<file path="config.mk">
export PLATFORM = sky130hd
export DESIGN_NAME = afe_buff_arbiter_flat
export DESIGN_NICKNAME = d
export VERILOG_FILES = /design/src/rtl/afe_buff_arbiter_if.sv /design/src/rtl/afe_buff_arbiter.sv /design/src/flat_wrapper.sv
export SDC_FILE = /design/constraint.sdc
export NUM_CORES = 1
export LEC_CHECK = 0
export ABC_AREA = 1
export CAP_MARGIN = 20
export CORE_AREA = 2 2 88 90
export DETAILED_ROUTE_END_ITERATION = 16
export DIE_AREA = 0 0 90 92
export PLACE_DENSITY = 0.88
export SYNTH_ARGS = -nofsm -noshare
export SYNTH_HDL_FRONTEND = slang
export SYNTH_SLANG_ARGS = --single-unit
</file>
<file path="constraint.sdc">
create_clock -name clk_i -period 1.93 [get_ports clk_i]
set_input_delay 0.386 -clock clk_i [delete_from_list [all_inputs] [get_ports clk_i]]
set_output_delay 0.386 -clock clk_i [all_outputs]
set_load 0.01 [all_outputs]
</file>
<file path="src/rtl/afe_buff_arbiter_if.sv">
// Bundle between the AFE readout instances, the sample-buffer arbiter and its SRAM.
// master = requesters plus SRAM model, slave = arbiter.
interface afe_buff_arbiter_if #(
    parameter int unsigned NUM_RX     = 2,
    parameter int unsigned AWIDTH     = 10,
    parameter int unsigned DWIDTH     = 32,
    parameter int unsigned MEM_AWIDTH = 11
);
    logic [NUM_RX-1:0]             wr_valid_i;
    logic [NUM_RX-1:0][AWIDTH-1:0] wr_addr_i;
    logic [NUM_RX-1:0][DWIDTH-1:0] wr_data_i;
    logic [NUM_RX-1:0]             wr_ready_o;
    logic [NUM_RX-1:0]             rd_valid_i;
    logic [NUM_RX-1:0][AWIDTH-1:0] rd_addr_i;
    logic [NUM_RX-1:0]             rd_ready_o;
    logic [NUM_RX-1:0]             rd_rvalid_o;
    logic [DWIDTH-1:0]             rd_rdata_o;
    logic                          mem_req_o;
    logic                          mem_we_o;
    logic [MEM_AWIDTH-1:0]         mem_addr_o;
    logic [DWIDTH-1:0]             mem_wdata_o;
    logic [DWIDTH-1:0]             mem_rdata_i;
    logic                          starve_event_o;

    modport master (
        output wr_valid_i, wr_addr_i, wr_data_i, rd_valid_i, rd_addr_i, mem_rdata_i,
        input  wr_ready_o, rd_ready_o, rd_rvalid_o, rd_rdata_o, mem_req_o, mem_we_o,
        input  mem_addr_o, mem_wdata_o, starve_event_o
    );

    modport slave (
        input  wr_valid_i, wr_addr_i, wr_data_i, rd_valid_i, rd_addr_i, mem_rdata_i,
        output wr_ready_o, rd_ready_o, rd_rvalid_o, rd_rdata_o, mem_req_o, mem_we_o,
        output mem_addr_o, mem_wdata_o, starve_event_o
    );
endinterface

</file>
<file path="src/rtl/afe_buff_arbiter.sv">
// Single-port sample-buffer SRAM arbiter: write-priority round-robin with a
// read-starvation guard and one-cycle registered read return.
module afe_buff_arbiter #(
    parameter int unsigned NUM_RX          = 2,
    parameter int unsigned AWIDTH          = 10,
    parameter int unsigned DWIDTH          = 32,
    parameter int unsigned RD_STARVE_LIMIT = 8,
    parameter int unsigned CNT_WIDTH       = 4,
    localparam int unsigned IDW            = $clog2(NUM_RX),
    localparam int unsigned MEM_AWIDTH     = AWIDTH + IDW
) (
    input logic               clk_i,
    input logic               rst_ni,
    input logic               test_mode_i,
    afe_buff_arbiter_if.slave bus
);

    logic [IDW-1:0]       wr_rr_q, wr_rr_d, rd_rr_q, rd_rr_d;
    logic [CNT_WIDTH-1:0] wait_cnt_q, wait_cnt_d;
    logic [NUM_RX-1:0]    rd_rvalid_q;
    logic                 starve_event_q;

    logic                 any_wr, any_rd, starve;
    logic                 wr_gnt, rd_gnt;
    logic [IDW-1:0]       wr_idx, rd_idx;
    logic [NUM_RX-1:0]    wr_ready, rd_ready;
    logic                 unused_test_mode;

    assign unused_test_mode = test_mode_i;

    // First requester at or above ptr, wrapping; lowest offset wins.
    function automatic logic [IDW-1:0] rr_pick(input logic [NUM_RX-1:0] req,
                                               input logic [IDW-1:0]    ptr);
        logic [IDW-1:0] idx;
        int unsigned    c;
        idx = ptr;
        for (int unsigned k = NUM_RX; k > 0; k--) begin
            c = (32'(ptr) + k - 1) % NUM_RX;
            if (req[IDW'(c)]) idx = IDW'(c);
        end
        return idx;
    endfunction

    function automatic logic [IDW-1:0] rr_next(input logic [IDW-1:0] idx);
        return (idx == IDW'(NUM_RX - 1)) ? '0 : idx + 1'b1;
    endfunction

    always_comb begin
        any_wr = |bus.wr_valid_i;
        any_rd = |bus.rd_valid_i;
        starve = (RD_STARVE_LIMIT != 0) && (wait_cnt_q == CNT_WIDTH'(RD_STARVE_LIMIT)) && any_rd;
        // Grants are forced low while reset is held so every output reads 0.
        wr_gnt = rst_ni && any_wr && !starve;
        rd_gnt = rst_ni && any_rd && (starve || !any_wr);
        wr_idx = rr_pick(bus.wr_valid_i, wr_rr_q);
        rd_idx = rr_pick(bus.rd_valid_i, rd_rr_q);

        wr_ready = '0;
        rd_ready = '0;
        if (wr_gnt) wr_ready = NUM_RX'(1) << wr_idx;
        if (rd_gnt) rd_ready = NUM_RX'(1) << rd_idx;

        wr_rr_d = wr_gnt ? rr_next(wr_idx) : wr_rr_q;
        rd_rr_d = rd_gnt ? rr_next(rd_idx) : rd_rr_q;

        wait_cnt_d = wait_cnt_q;
        if (rd_gnt || !any_rd) begin
            wait_cnt_d = '0;
        end else if (wait_cnt_q != CNT_WIDTH'(RD_STARVE_LIMIT)) begin
            wait_cnt_d = wait_cnt_q + 1'b1;
        end
    end

    always_comb begin
        bus.wr_ready_o  = wr_ready;
        bus.rd_ready_o  = rd_ready;
        bus.mem_req_o   = wr_gnt || rd_gnt;
        bus.mem_we_o    = wr_gnt;
        bus.mem_addr_o  = '0;
        bus.mem_wdata_o = '0;
        if (wr_gnt) begin
            bus.mem_addr_o  = {wr_idx, bus.wr_addr_i[wr_idx]};
            bus.mem_wdata_o = bus.wr_data_i[wr_idx];
        end else if (rd_gnt) begin
            bus.mem_addr_o  = {rd_idx, bus.rd_addr_i[rd_idx]};
        end
        bus.rd_rvalid_o    = rd_rvalid_q;
        bus.rd_rdata_o     = (|rd_rvalid_q) ? bus.mem_rdata_i : '0;
        bus.starve_event_o = starve_event_q;
    end

    always_ff @(posedge clk_i or negedge rst_ni) begin
        if (!rst_ni) begin
            wr_rr_q        <= '0;
            rd_rr_q        <= '0;
            wait_cnt_q     <= '0;
            rd_rvalid_q    <= '0;
            starve_event_q <= 1'b0;
        end else begin
            wr_rr_q        <= wr_rr_d;
            rd_rr_q        <= rd_rr_d;
            wait_cnt_q     <= wait_cnt_d;
            rd_rvalid_q    <= rd_ready;
            starve_event_q <= starve;
        end
    end

endmodule

</file>
<file path="src/flat_wrapper.sv">
// flat-port wrapper written by rule: the top's interface ports become plain ports
module afe_buff_arbiter_flat 
#(
    parameter int unsigned NUM_RX          = 2,
    parameter int unsigned AWIDTH          = 10,
    parameter int unsigned DWIDTH          = 32,
    parameter int unsigned RD_STARVE_LIMIT = 8,
    parameter int unsigned CNT_WIDTH       = 4,
    localparam int unsigned IDW            = $clog2(NUM_RX),
    localparam int unsigned MEM_AWIDTH     = AWIDTH + IDW
)
  (clk_i, rst_ni, test_mode_i, bus_wr_valid_i, bus_wr_addr_i, bus_wr_data_i, bus_rd_valid_i, bus_rd_addr_i, bus_mem_rdata_i, bus_wr_ready_o, bus_rd_ready_o, bus_rd_rvalid_o, bus_rd_rdata_o, bus_mem_req_o, bus_mem_we_o, bus_mem_addr_o, bus_mem_wdata_o, bus_starve_event_o);
  afe_buff_arbiter_if #(.NUM_RX(NUM_RX), .AWIDTH(AWIDTH), .DWIDTH(DWIDTH), .MEM_AWIDTH(11)) bus_i ();
  input logic clk_i;
  input logic rst_ni;
  input logic test_mode_i;
  input wire logic [$bits(bus_i.wr_valid_i)-1:0] bus_wr_valid_i;
  input wire logic [$bits(bus_i.wr_addr_i)-1:0] bus_wr_addr_i;
  input wire logic [$bits(bus_i.wr_data_i)-1:0] bus_wr_data_i;
  input wire logic [$bits(bus_i.rd_valid_i)-1:0] bus_rd_valid_i;
  input wire logic [$bits(bus_i.rd_addr_i)-1:0] bus_rd_addr_i;
  input wire logic [$bits(bus_i.mem_rdata_i)-1:0] bus_mem_rdata_i;
  output wire logic [$bits(bus_i.wr_ready_o)-1:0] bus_wr_ready_o;
  output wire logic [$bits(bus_i.rd_ready_o)-1:0] bus_rd_ready_o;
  output wire logic [$bits(bus_i.rd_rvalid_o)-1:0] bus_rd_rvalid_o;
  output wire logic [$bits(bus_i.rd_rdata_o)-1:0] bus_rd_rdata_o;
  output wire logic [$bits(bus_i.mem_req_o)-1:0] bus_mem_req_o;
  output wire logic [$bits(bus_i.mem_we_o)-1:0] bus_mem_we_o;
  output wire logic [$bits(bus_i.mem_addr_o)-1:0] bus_mem_addr_o;
  output wire logic [$bits(bus_i.mem_wdata_o)-1:0] bus_mem_wdata_o;
  output wire logic [$bits(bus_i.starve_event_o)-1:0] bus_starve_event_o;
  assign bus_i.wr_valid_i = bus_wr_valid_i;
  assign bus_i.wr_addr_i = bus_wr_addr_i;
  assign bus_i.wr_data_i = bus_wr_data_i;
  assign bus_i.rd_valid_i = bus_rd_valid_i;
  assign bus_i.rd_addr_i = bus_rd_addr_i;
  assign bus_i.mem_rdata_i = bus_mem_rdata_i;
  assign bus_wr_ready_o = bus_i.wr_ready_o;
  assign bus_rd_ready_o = bus_i.rd_ready_o;
  assign bus_rd_rvalid_o = bus_i.rd_rvalid_o;
  assign bus_rd_rdata_o = bus_i.rd_rdata_o;
  assign bus_mem_req_o = bus_i.mem_req_o;
  assign bus_mem_we_o = bus_i.mem_we_o;
  assign bus_mem_addr_o = bus_i.mem_addr_o;
  assign bus_mem_wdata_o = bus_i.mem_wdata_o;
  assign bus_starve_event_o = bus_i.starve_event_o;
  afe_buff_arbiter #(.NUM_RX(NUM_RX), .AWIDTH(AWIDTH), .DWIDTH(DWIDTH), .RD_STARVE_LIMIT(RD_STARVE_LIMIT), .CNT_WIDTH(CNT_WIDTH)) u_core (.clk_i(clk_i), .rst_ni(rst_ni), .test_mode_i(test_mode_i), .bus(bus_i));
endmodule
</file>
==> metrics.md, run 1 <==
| Metric | Value |
|---|---|
| Power Density | `448 nW/µm²` |
| CP Max Fanout | `8` |
| Clock Root Buffer | `clkbuf_8` |
| Worst EP arrival | `1.76 ns` |
| Leakage | `0.00266 µW` |
| First-pass DRT Iterations | `4` |
| GRT met3 Usage | `3.37%` |
| Die height | `92 µm` |
| Area share of fa/ha/maj cells after synthesis | `1.45%` |
| Initial Util | `23.2%` |
| Iter 0 DRT Violations | `82` |
| Mux share of post-synthesis cell area | `0%` |
| # IOs | `227` |
| Final net count | `737` |
| Tmin final | `2.14 ns` |
| Syn Area/Cell | `5.12 µm²` |
| Cell Area, Synth | `1730 µm²` |
| Layout cells sized above 1 | `27.1%` |
| Gr usage total | `20.9%` |
| Power Total | `2060 µW` |
| Post-synth cell types | `23` |
| Core area | `7450 µm²` |
| Clock Latency Late Sink | `0.24 ns` |
| #FFs+latches synth | `9` |
| Worst EP required | `1.54 ns` |
| Grt met1 use | `21.1%` |
| Fin. max-slew vios | `0` |
| Fmax | `467 MHz` |
| CTS Buffer Depth | `2` |
| Vias in the first global route | `3109` |
| Worst R2R Start | `u_core.wait_cnt_q[0]$_DFFE_PN0P_` |
| Worst slack, placed | `-0.615 ns` |
| Final Skew | `0.00441 ns` |
| Largest net degree at the start of global routing | `33` |
| CP cell instances | `inv_1 -> ha_2 -> nand2_2 -> nor2_4 -> nand2_4 -> nand3_4 -> buf_12 -> clkbuf_16 -> a21oi_2 -> buf_2` |
| Max stage delay on crit path | `0.34 ns` |
| Synth warn | `0` |
| R2R depth | `11` |
| Main combinational cell family by area after synthesis | `simple AND/OR/NAND/NOR gates` |
| Buf+Inv Stages, Crit Path | `4` |
| Met2 usage in global routing | `43.4%` |
| Detailed placement HPWL | `7340 µm` |
| Area delta synth->final | `165%` |
| GR Overflow Total | `0` |
| GRT Max-Usage Layer | `met2` |
| Antenna viol nets, final | `0` |
| Worst Max-Slew Pin Slew | `0.321 ns` |
| Reg-to-reg slack, setup | `0.26 ns` |
| Period Utilization, post-route | `111%` |
| Fillers | `647` |
| Unrepaired setup endpoints after global routing | `yes` |
| Syn nets | `483` |
| Sequential cell area fraction in the yosys report | `13.0%` |
| CTS Buf Count | `3` |
| Failing checks | `negative setup slack` |
| First-pass GRT wire length | `14400 µm` |
| GPL Wtd Cong | `0.790` |
| Antenna violations before repair | `0` |
| Setup CP Type | `flip-flop to output port` |
| Die area | `8280 µm²` |
| Reg-to-Reg End | `u_core.wait_cnt_q[1]$_DFFE_PN0P_` |
| Run status | `finished with violations` |
| DRC viols | `0` |
| Clock tree sinks | `9` |
| Wire length per cell | `14.0 µm` |
| Post-Synth XOR/XNOR Area | `1.01%` |
| Hold Vio Cnt, Final | `0` |
| Worst Setup End Kind | `output port` |
| Fin Hold WS | `0.341 ns` |
| Largest delay share family, worst path | `buffers and inverters` |
| Slew margin rel. | `78.6%` |
| Cell count along the critical path | `10` |
| Average vias per placed instance | `4.41` |
| CP max stage cell | `dfrtp_1` |
| I/O Buffers | `225` |
| H-tree depth | `1` |
| CTS Hold Buffers Added | `0` |
| Cells after Synth | `338` |
| MaxCap Viol Count | `0` |
| Clock input transition at the sequential cells of the worst setup and hold paths | `0.05 ns` |
| Final Worst Setup Slack | `-0.212 ns` |
| Cell Rows | `32` |
| Count of final setup violators | `48` |
| Worst setup SP type | `flip-flop` |
| Final wirelength | `9680 µm` |
| Compound-Gate Fraction of Synth Area | `15.8%` |
| CTS tree | `built` |
| Hold WC Path Type | `primary input to asynchronous set/reset pin` |
| Post-synthesis simple-gate area fraction | `49.9%` |
| Ant. Diodes | `0` |
| Die Wd | `90 µm` |
| VDD IR max | `319 µV` |
| Vias | `3057` |
metrics by stage:
| stage | cell area [µm²] | utilization (%) | TNS (ns) | cells |
|---|---|---|---|---|
| 2_1_floorplan | 1730 | - | 0 | 338 |
| 3_3_place_gp | 4250 | 57.1 | -26.23 | 673 |
| 3_5_place_dp | 4250 | 57.1 | -27.18 | 673 |
| 4_1_cts | 4310 | 57.9 | -2.45 | 688 |
| 5_1_grt | 4590 | 61.6 | -9.82 | 693 |
| 6_report | 4590 | 61.6 | -5.84 | 693 |
registers in the layout, summed over array words and instances (netlist names):
signal and cells:
u_core.bus.starve_event_o 1, u_core.bus.rd_rvalid_o 2, u_core.wait_cnt_q 4, u_core.rd_rr_q 1, u_core.wr_rr_q 1
where the power goes:
part / switching [µW] / leakage, µW / internal (µW)
clock network: 84.4 / 0.0000228 / 145
registers: 33.5 / 0.000118 / 231
logic: 717 / 0.00252 / 846
cell usage after synthesis:
library cell,instances,area (µm²)
nand3_2,1,10.0
nor2_2,1,6.26
nand2_2,2,12.5
buf_4,2,15.0
xor2_1,1,8.76
xnor2_1,1,8.76
inv_4,1,6.26
inv_1,46,173
a21oi_1,13,65.1
dfrtp_1,9,225
o21ai_1,2,10.0
buf_2,10,50.1
nand3_1,22,110
nand2_4,1,11.3
clkinv_1,1,3.75
a21oi_2,20,175
o211ai_1,1,7.51
nand2_1,151,567
clkbuf_1,3,11.3
o21ai_0,3,15.0
ha_1,2,25.0
nor2_1,39,146
buf_6,6,67.6
worst max-delay path by stage:
| stage | slack [ns] | startpoint | end |
|---|---|---|---|
| final | -0.21 | u_core.wait_cnt_q[0]$_DFFE_PN0P_ | bus_mem_wdata_o[2] |
| after global routing | -0.29 | u_core.wait_cnt_q[0]$_DFFE_PN0P_ | bus_mem_wdata_o[2] |
| after CTS | -0.15 | u_core.wait_cnt_q[1]$_DFFE_PN0P_ | bus_mem_req_o |
| after detailed placement | -0.61 | bus_wr_valid_i[1] | bus_mem_wdata_o[26] |
| after global placement | -0.59 | rst_ni | bus_mem_addr_o[0] |
| after floorplan | 0.25 | u_core.wait_cnt_q[0]$_DFFE_PN0P_ | bus_mem_wdata_o[10] |
placed cells by master (no fill, tap or decap), types with 7 or more instances in the layout:
cell,count
a21oi_2,27
buf_2,40
buf_4,28
buf_6,14
clkdlybuf4s50_1,149
dfrtp_1,9
dlygate4sd2_1,7
dlymetal6s2s_1,20
inv_1,43
nand2_1,133
nand2_2,15
nand3_1,19
nor2_1,37
per-layer routing:
metal  up-vias  wire length (µm)
met5         -                 0
met4         0               168
met3        20               611
met2       155              5350
met1      1360              3550
li1       1522                 -
cell families after synthesis:
group           count (synthesis)
compound gates                 39
xor+xnor                        2
fa+ha+maj                       2
buf+inv                        69
flops                           9
simple gates                  217
layout make-up:
| class | instances | area (µm²) | share of cell area (%) |
|---|---|---|---|
| timing repair buffer | 270 | 2650 | 57.8 |
| multi-input combinational | 260 | 1340 | 29.1 |
| sequential | 9 | 225 | 4.91 |
| inverter | 48 | 201 | 4.39 |
| tap | 102 | 128 | 2.78 |
| clock buffer | 4 | 45.0 | 0.981 |
timing repair:
action | 4_1_cts | 5_1_grt
setup buffers | 8 | 2
gates resized for setup | 238 | 60
hold endpoints to repair | 0 | 0
pin swaps | 4 | 2
gates cloned | 3 | 4
endpoints found under the setup margin | 51 | 72
Power figures use the tool's default switching activity.
==> run 2, diff against run 1 <==
--- a/config.mk
+++ b/config.mk
@@ -5,12 +5,10 @@
 export SDC_FILE = /design/constraint.sdc
 export NUM_CORES = 1
 export LEC_CHECK = 0
-export ABC_AREA = 1
-export CAP_MARGIN = 20
 export CORE_AREA = 2 2 88 90
 export DETAILED_ROUTE_END_ITERATION = 16
 export DIE_AREA = 0 0 90 92
-export PLACE_DENSITY = 0.88
+export PLACE_DENSITY = 0.8
 export SYNTH_ARGS = -nofsm -noshare
 export SYNTH_HDL_FRONTEND = slang
 export SYNTH_SLANG_ARGS = --single-unit
==> run 2 against run 1 <==
Net effect:
- the run still ends with negative setup slack left
- cell count is 12% lower
- critical path depth is 1 lower
- sequential share of layout area down 0.45 points
- sequential cell count unchanged
- global-route usage is 2.3 points higher
- register-to-register slack got worse by 0.04 ns
- critical path type unchanged
- critical endpoint is now bus_mem_wdata_o[1]
- largest cell class unchanged
- largest power group unchanged
==> metrics.md, run 2 <==
| Metric | Value |
|---|---|
| Die Wd | `90 µm (unchanged)` |
| Largest register FFs | `4 (unchanged)` |
| Failing checks | `negative setup slack` |
| Worst Setup End Kind | `output port` |
| Clock Root Buffer | `clkbuf_8` |
| Run status | `finished with violations` |
| Cells after Synth | `239 (-29%)` |
| Hold Vio Cnt, Final | `0 (unchanged)` |
| Unrepaired setup endpoints after global routing | `yes` |
| Die area | `8280 µm² (unchanged)` |
| CP cell instances | `inv_2 -> ha_4 -> nand3b_4 -> o21ai_4 -> buf_12 -> buf_16 -> buf_8 -> nor2_2 -> buf_2` |
| Largest delay share family, worst path | `buffers and inverters` |
| Clock input transition at the sequential cells of the worst setup and hold paths | `0.05 ns (about the same)` |
| Antenna violations before repair | `1 (+1)` |
| Worst setup SP type | `flip-flop` |
| VDD IR max | `301 µV (-5.6%)` |
| Sequential cell area fraction in the yosys report | `12.8% (-0.20 points)` |
| Vias in the first global route | `3080 (-0.93%)` |
| Area of placed instances | `4340 µm² (+2.0%)` |
| Mux share of post-synthesis cell area | `0% (unchanged)` |
| Area share of fa/ha/maj cells after synthesis | `1.42% (-0.023 points)` |
| Buf+Inv Stages, Crit Path | `5 (+1)` |
| Slew margin rel. | `71.8% (-6.8 points)` |
| Compound-Gate Fraction of Synth Area | `44.3% (+29 points)` |
| Area delta synth->final | `188%` |
| EDFF count, synth | `0 (unchanged)` |
| Worst Max-Slew Pin Slew | `0.412 ns (+0.0914 ns)` |
| H-tree depth | `1 (unchanged)` |
| Max stage delay on crit path | `0.38 ns (+0.04 ns)` |
| CTS tree | `built` |
| Post-synth cell types | `34 (+48%)` |
| Setup CP Type | `flip-flop to output port` |
| Vias | `3161 (+3.4%)` |
| Wire length per cell | `18.8 µm (+35%)` |
| #FFs+latches synth | `9 (unchanged)` |
| Area occupied by multi-input gates | `1600 µm² (+20%)` |
| Post-synth top area share | `15.9% (-17 points)` |
| Core area | `7450 µm² (unchanged)` |
| CTS Hold Buffers Added | `0 (unchanged)` |
| Antenna viol nets, final | `0 (unchanged)` |
| Tmin final | `2.14 ns (-0.00313 ns)` |
| Fmax | `468 MHz (+0.15%)` |
| Synth area leader | `a32oi_1` |
| Syn nets | `384 (-20%)` |
| CTS Buf Count | `3 (unchanged)` |
| Worst EP required | `1.54 ns (about the same)` |
| I/O Buffers | `225 (unchanged)` |
| Layout cells sized above 1 | `33.9% (+6.8 points)` |
| Count of final setup violators | `48 (unchanged)` |
| Iter 0 DRT Violations | `74 (-9.8%)` |
| Most frequent cell after synthesis | `nor2_1` |
| Initial Util | `23.6% (+0.37 points)` |
| Average vias per placed instance | `5.16 (+17%)` |
| Final core occ | `67.9% (+6.3 points)` |
| Cell Rows | `32 (unchanged)` |
| First-pass DRT Iterations | `4 (unchanged)` |
| Power Density | `459 nW/µm² (+2.4%)` |
| Clock Latency Late Sink | `0.23 ns (about the same)` |
| Main combinational cell family by area after synthesis | `compound AO/OA/AOI/OAI gates` |
| CP max stage cell | `dfrtp_1` |
| Largest net degree at the start of global routing | `33 (unchanged)` |
| Detailed placement HPWL | `7690 µm (+4.7%)` |
| Ant. Diodes | `0 (unchanged)` |
| Post-Synth XOR/XNOR Area | `0.996% (-0.016 points)` |
| Post-route cell area | `5060 µm² (+10%)` |
| Syn Area/Cell | `7.36 µm² (+44%)` |
| GPL Wtd Cong | `0.838 (+6.1%)` |
| Cell Area, Synth | `1760 µm² (+1.6%)` |
| Gr usage total | `23.2% (+2.3 points)` |
| Final Skew | `0.00178 ns (-0.00263 ns)` |
| Final Worst Setup Slack | `-0.209 ns (+0.00313 ns)` |
| # IOs | `227 (unchanged)` |
| Top cells by area, synth | `a32oi_1, dfrtp_1, nor2b_1, a32o_1, nor2_1` |
| Final Instance Count excl. Fillers | `613 (-12%)` |
| Worst slack, placed | `-0.763 ns (-0.148 ns)` |
| Final net count | `657 (-11%)` |
| DRC viols | `0 (unchanged)` |
| Final wirelength | `11500 µm (+19%)` |
| Asr flop ratio synth | `100% (unchanged)` |
| Synth warn | `0 (unchanged)` |
| Main synth FF type | `dfrtp_1` |
| Register area | `225 µm² (unchanged)` |
| CTS Buffer Depth | `2 (unchanged)` |
| Post-synthesis simple-gate area fraction | `28.8% (-21 points)` |
| Most frequent cells after synthesis | `nor2_1, nor2b_1, a32oi_1` |
| Leakage | `0.00253 µW (-4.9%)` |
| Worst EP arrival | `1.75 ns (about the same)` |
| GR Overflow Total | `0 (unchanged)` |
| Top reg by flops | `u_core.wait_cnt_q` |
| Placed Cells | `573 (-15%)` |
| Hold WC Path Type | `primary input to asynchronous set/reset pin` |
| Commonest non-fill, non-tap cells in the layout | `clkdlybuf4s50_1, buf_4, buf_6, nor2b_1, a32oi_1` |
| Period Utilization, post-route | `111% (-0.16 points)` |
| MaxCap Viol Count | `0 (unchanged)` |
| First-pass GRT wire length | `15600 µm (+8.3%)` |
| CP Max Fanout | `4 (-4)` |
| Fillers | `578 (-11%)` |
| Fin. max-slew vios | `0 (unchanged)` |
| Clock tree sinks | `9 (unchanged)` |
| Die height | `92 µm (unchanged)` |
| Most common cell after layout, fill and taps aside | `clkdlybuf4s50_1` |
run 2: cell types whose count changed in the layout (fill, tap and decap cells not counted), moves of 15 or more:
| cell | previous run | this run |
|---|---|---|
| a21oi_2 | 27 | 0 |
| inv_1 | 43 | 10 |
| nand2_1 | 133 | 4 |
| nor2b_1 | 0 | 32 |
| buf_2 | 40 | 23 |
| a32oi_1 | 0 | 32 |
| nor2_1 | 37 | 15 |
| nand2_2 | 15 | 0 |
| nor2_4 | 2 | 26 |
| buf_6 | 14 | 39 |
| a32o_1 | 0 | 20 |
| nand3_1 | 19 | 3 |
run 2: path summary, 6_finish.rpt:
check / from / to / slack, ns / cells after the start
max in group asynchronous: rst_ni / u_core.bus.rd_rvalid_o[0]$_DFF_PN0_ / 1.28 / 4
min in group clk_i: u_core.rd_rr_q$_DFFE_PN0P_ / u_core.rd_rr_q$_DFFE_PN0P_ / 0.63 / 2
setup reg to reg: u_core.wait_cnt_q[0]$_DFFE_PN0P_ / u_core.rd_rr_q$_DFFE_PN0P_ / 0.22 / 9
setup / recovery: u_core.wait_cnt_q[0]$_DFFE_PN0P_ / bus_mem_wdata_o[1] / -0.21 / 9
hold / removal: rst_ni / u_core.wr_rr_q$_DFFE_PN0P_ / 0.35 / 3
hold reg to reg: u_core.rd_rr_q$_DFFE_PN0P_ / u_core.rd_rr_q$_DFFE_PN0P_ / 0.63 / 2
run 2: per-stage QoR:
stage / power, µW / setup TNS (ns) / hold WS (ns)
2_1_floorplan: 932 / 0 / 0.0904
3_3_place_gp: 1730 / -29.73 / 0.579
3_5_place_dp: 1780 / -31.08 / 0.595
4_1_cts: 2110 / -8.76 / 0.347
5_1_grt: 2440 / -10.28 / 0.354
6_report: 2320 / -7.07 / 0.350
run 2: tightest hold or removal path, stage by stage:
cell and delay [ns]:
dlygate4sd2_1 0.25, buf_6 0.13, buf_4 0.15
run 2: logic make-up (layout without fill, tap and decap cells):
family                     count (synthesis)  in the layout
buffers and inverters                     40            312
DFF                                        9              9
adders and majority gates                  2              2
xor gates and xnor gates                   2              2
AOI/OAI and AO/OA                         88             88
and+or+nand+nor                           98             98
run 2: metal layers:
layer | vias to the layer above | GRT usage, % | wire length [µm]
li1 | 1461 | - | -
met1 | 1475 | 24.6 | 4160
met2 | 184 | 43.6 | 5970
met3 | 39 | 6.33 | 955
met4 | 2 | 8.97 | 428
met5 | - | 0 | 13
run 2: cell type report:
cell class	count	area share [%]
Clock buffer	4	0.890
Inverter	13	0.964
Multi-Input combinational cell	190	31.6
Sequential cell	9	4.45
Tap cell	102	2.52
Timing Repair Buffer	295	59.6
run 2: what timing repair did:
item                                    CTS  global route
endpoints found under the setup margin   50            79
cloned                                    5             3
buffers inserted                         21            14
endpoints found under the hold margin     0             0
gates resized for setup                 246           115
pin swaps                                25            29
run 2: power by group:
group / switching, µW / total, µW / internal, µW
Clock: 76.6 / 221 / 144
Sequential: 35.3 / 271 / 236
Combinational: 777 / 1830 / 1050
==> run 3, diff against run 2 <==
==> constraint.sdc (replaced) <==
create_clock -name clk_i -period 1.93 [get_ports clk_i]
set_input_delay 0.386 -clock clk_i [delete_from_list [all_inputs] [get_ports clk_i]]
set_output_delay 0.386 -clock clk_i [all_outputs]
set_load 0.005 [all_outputs]
==> run 3 against run 2 <==
Net effect:
- the flow still finishes with violations (negative setup slack)
- sequential cell count unchanged
- design area decreased by 2.9%
- clock skew increased by 0.0045 ns
- register-to-register slack got worse by 0.06 ns
- combinational power decreased by 9%
- setup slack got worse by 0.089 ns
- fmax decreased by 4.0%
- core utilization decreased by 2.0 points
- critical path depth unchanged
- count of clock-buffer cells in the layout unchanged
- cell count unchanged
- critical path type unchanged
- largest power group unchanged
==> metrics.md, run 3 (same netlist as run 2, synthesis figures left out) <==
| Metric | Value |
|---|---|
| Run status | `finished with violations` |
| Failing checks | `negative setup slack` |
| Most common cell after layout, fill and taps aside | `clkdlybuf4s50_1` |
| Count of final setup violators | `48 (unchanged)` |
| Setup TNS | `-10.47 ns (-3.39 ns)` |
| CTS tree | `built` |
| VDD IR max | `294 µV (-2.4%)` |
| Gr usage total | `23.0% (-0.18 points)` |
| Final Worst Setup Slack | `-0.298 ns (-0.0894 ns)` |
| Antenna viol nets, final | `0 (unchanged)` |
| Final Skew | `0.00625 ns (+0.00447 ns)` |
| Cell Rows | `32 (unchanged)` |
| Vias | `3100 (-1.9%)` |
| DRC viols | `0 (unchanged)` |
| GR Overflow Total | `0 (unchanged)` |
| CP Max Fanout | `5 (+1)` |
| Die Wd | `90 µm (unchanged)` |
| First-pass GRT wire length | `15400 µm (-1.2%)` |
| CTS Hold Buffers Added | `0 (unchanged)` |
| GPL Wtd Cong | `0.835 (-0.35%)` |
| Iter 0 DRT Violations | `129 (+74%)` |
| End point of the critical path | `bus_mem_addr_o[8]` |
| Vias in the first global route | `2991 (-2.9%)` |
| Leakage | `0.00255 µW (+0.91%)` |
| Worst R2R Start | `u_core.wait_cnt_q[0]$_DFFE_PN0P_` |
| Worst Max-Slew Pin Slew | `0.467 ns (+0.0546 ns)` |
| Unrepaired setup endpoints after global routing | `yes` |
| Hold WC Path Type | `primary input to asynchronous set/reset pin` |
| Wire length per cell | `17.7 µm (-5.9%)` |
| Critical path origin | `u_core.wait_cnt_q[0]$_DFFE_PN0P_` |
| Initial Util | `23.6% (unchanged)` |
| Commonest non-fill, non-tap cells in the layout | `clkdlybuf4s50_1, buf_4, buf_2` |
| Final net count | `657 (unchanged)` |
| Worst EP arrival | `1.84 ns (+0.09 ns)` |
| Final wirelength | `10800 µm (-5.9%)` |
| Clock Root Buffer | `clkbuf_8` |
| R2R depth | `11 (+2)` |
| Clock input transition at the sequential cells of the worst setup and hold paths | `0.05 ns (about the same)` |
| Worst setup SP type | `flip-flop` |
| First-pass DRT Iterations | `4 (unchanged)` |
| Fin. max-slew vios | `0 (unchanged)` |
| CTS Buf Count | `3 (unchanged)` |
| I/O Buffers | `225 (unchanged)` |
| Layout cells sized above 1 | `33.5% (-0.39 points)` |
| Top reg by flops | `u_core.wait_cnt_q` |
| Power Total | `2160 µW (-6.9%)` |
| Worst EP required | `1.54 ns (about the same)` |
| Worst Setup End Kind | `output port` |
| Period Utilization, post-route | `115% (+4.6 points)` |
| Die area | `8280 µm² (unchanged)` |
| H-tree depth | `1 (unchanged)` |
| Die height | `92 µm (unchanged)` |
| Ant. Diodes | `0 (unchanged)` |
| Power Density | `440 nW/µm² (-4.1%)` |
| Average vias per placed instance | `5.06 (-1.9%)` |
| Antenna violations before repair | `1 (unchanged)` |
| Hold Vio Cnt, Final | `0 (unchanged)` |
| Clock tree sinks | `9 (unchanged)` |
| Fillers | `584 (+1.0%)` |
| Tmin final | `2.23 ns (+0.0894 ns)` |
| Core area | `7450 µm² (unchanged)` |
| MaxCap Viol Count | `0 (unchanged)` |
| Detailed placement HPWL | `7530 µm (-2.1%)` |
| Clock Latency Late Sink | `0.24 ns (about the same)` |
| Fmax | `449 MHz (-4.0%)` |
| Setup CP Type | `flip-flop to output port` |
| Reg-to-Reg End | `u_core.wr_rr_q$_DFFE_PN0P_` |
| Slew margin rel. | `68.7% (-3.1 points)` |
| Largest net degree at the start of global routing | `33 (unchanged)` |
| Area delta synth->final | `179%` |
| CTS Buffer Depth | `2 (unchanged)` |
| Largest register FFs | `4 (unchanged)` |
| Reg-to-reg slack, setup | `0.16 ns (-0.06 ns)` |
| # IOs | `227 (unchanged)` |
==> run 3: changes by cell type in the layout (fill, tap and decap cells not counted), sizes merged <==
cell           before  now
buf               117  111
clkbuf              6   10
clkdlybuf4s15       0    3
clkdlybuf4s50     141  139
dlygate4sd2         6    4
dlymetal6s2s       29   32
==> run 3: power by group <==
part           internal [µW]  leakage (µW)  switching, µW  total, µW
sequential               236      0.000117           36.2        272
combinational            985       0.00241            674       1660
clock                    145     0.0000228           85.4        230
==> run 3: layout make-up <==
cell class              instances  area, µm²  area share, %
inverters                      13       48.8          0.994
multi-input cells             190       1530           31.1
clock buffers                   4       45.0          0.917
flip-flops and latches          9        225           4.59
repair buffers                295       2940           59.8
well taps                     102        128           2.60
==> run 3: worst min-delay path by stage <==
stage | endpoint | depth (start not counted) | from
after detailed placement | u_core.rd_rr_q$_DFFE_PN0P_ | 1 | u_core.rd_rr_q$_DFFE_PN0P_
after floorplan | u_core.bus.rd_rvalid_o[0]$_DFF_PN0_ | 0 | rst_ni
after CTS | u_core.rd_rr_q$_DFFE_PN0P_ | 3 | rst_ni
after global routing | u_core.rd_rr_q$_DFFE_PN0P_ | 3 | rst_ni
after global placement | u_core.rd_rr_q$_DFFE_PN0P_ | 1 | u_core.rd_rr_q$_DFFE_PN0P_
final | u_core.rd_rr_q$_DFFE_PN0P_ | 3 | rst_ni
==> run 3: repair_timing <==
action,CTS,global route
hold endpoints to repair,0,0
endpoints found under the setup margin,49,59
cloned,3,2
buffers inserted,25,8
pin swaps,35,12
resized for setup,246,72
==> run 3: routing by layer <==
metal / up-vias / part of all wire (%) / track usage (%)
li1: 1454 / - / -
met1: 1462 / 38 / 26.1
met2: 157 / 52 / 42.9
met3: 25 / 7.4 / 5.34
met4: 2 / 2.3 / 6.92
met5: - / 0.12 / 0
==> run 3: critical path, stage by stage (launching register included) <==
cell and delay (ns):
dfrtp_1 0.38, inv_2 0.08, ha_4 0.15, nand3b_4 0.11, buf_6 0.14, a211oi_4 0.20
buf_6 0.16, buf_12 0.11, a32o_1 0.17, buf_2 0.11
==> run 3: stage by stage <==
step | hold WS, ns | std cells | area, µm² | worst slack [ns] | utilization (%)
floorplan | 0.0904 | 239 | 1760 | 0.167 | -
global placement | 0.508 | 573 | 4340 | -0.698 | 58.2
detailed placement | 0.512 | 573 | 4340 | -0.744 | 58.2
CTS | 0.347 | 605 | 4660 | -0.332 | 62.5
global route | 0.366 | 613 | 4910 | -0.357 | 65.9
finish | 0.356 | 613 | 4910 | -0.298 | 65.9
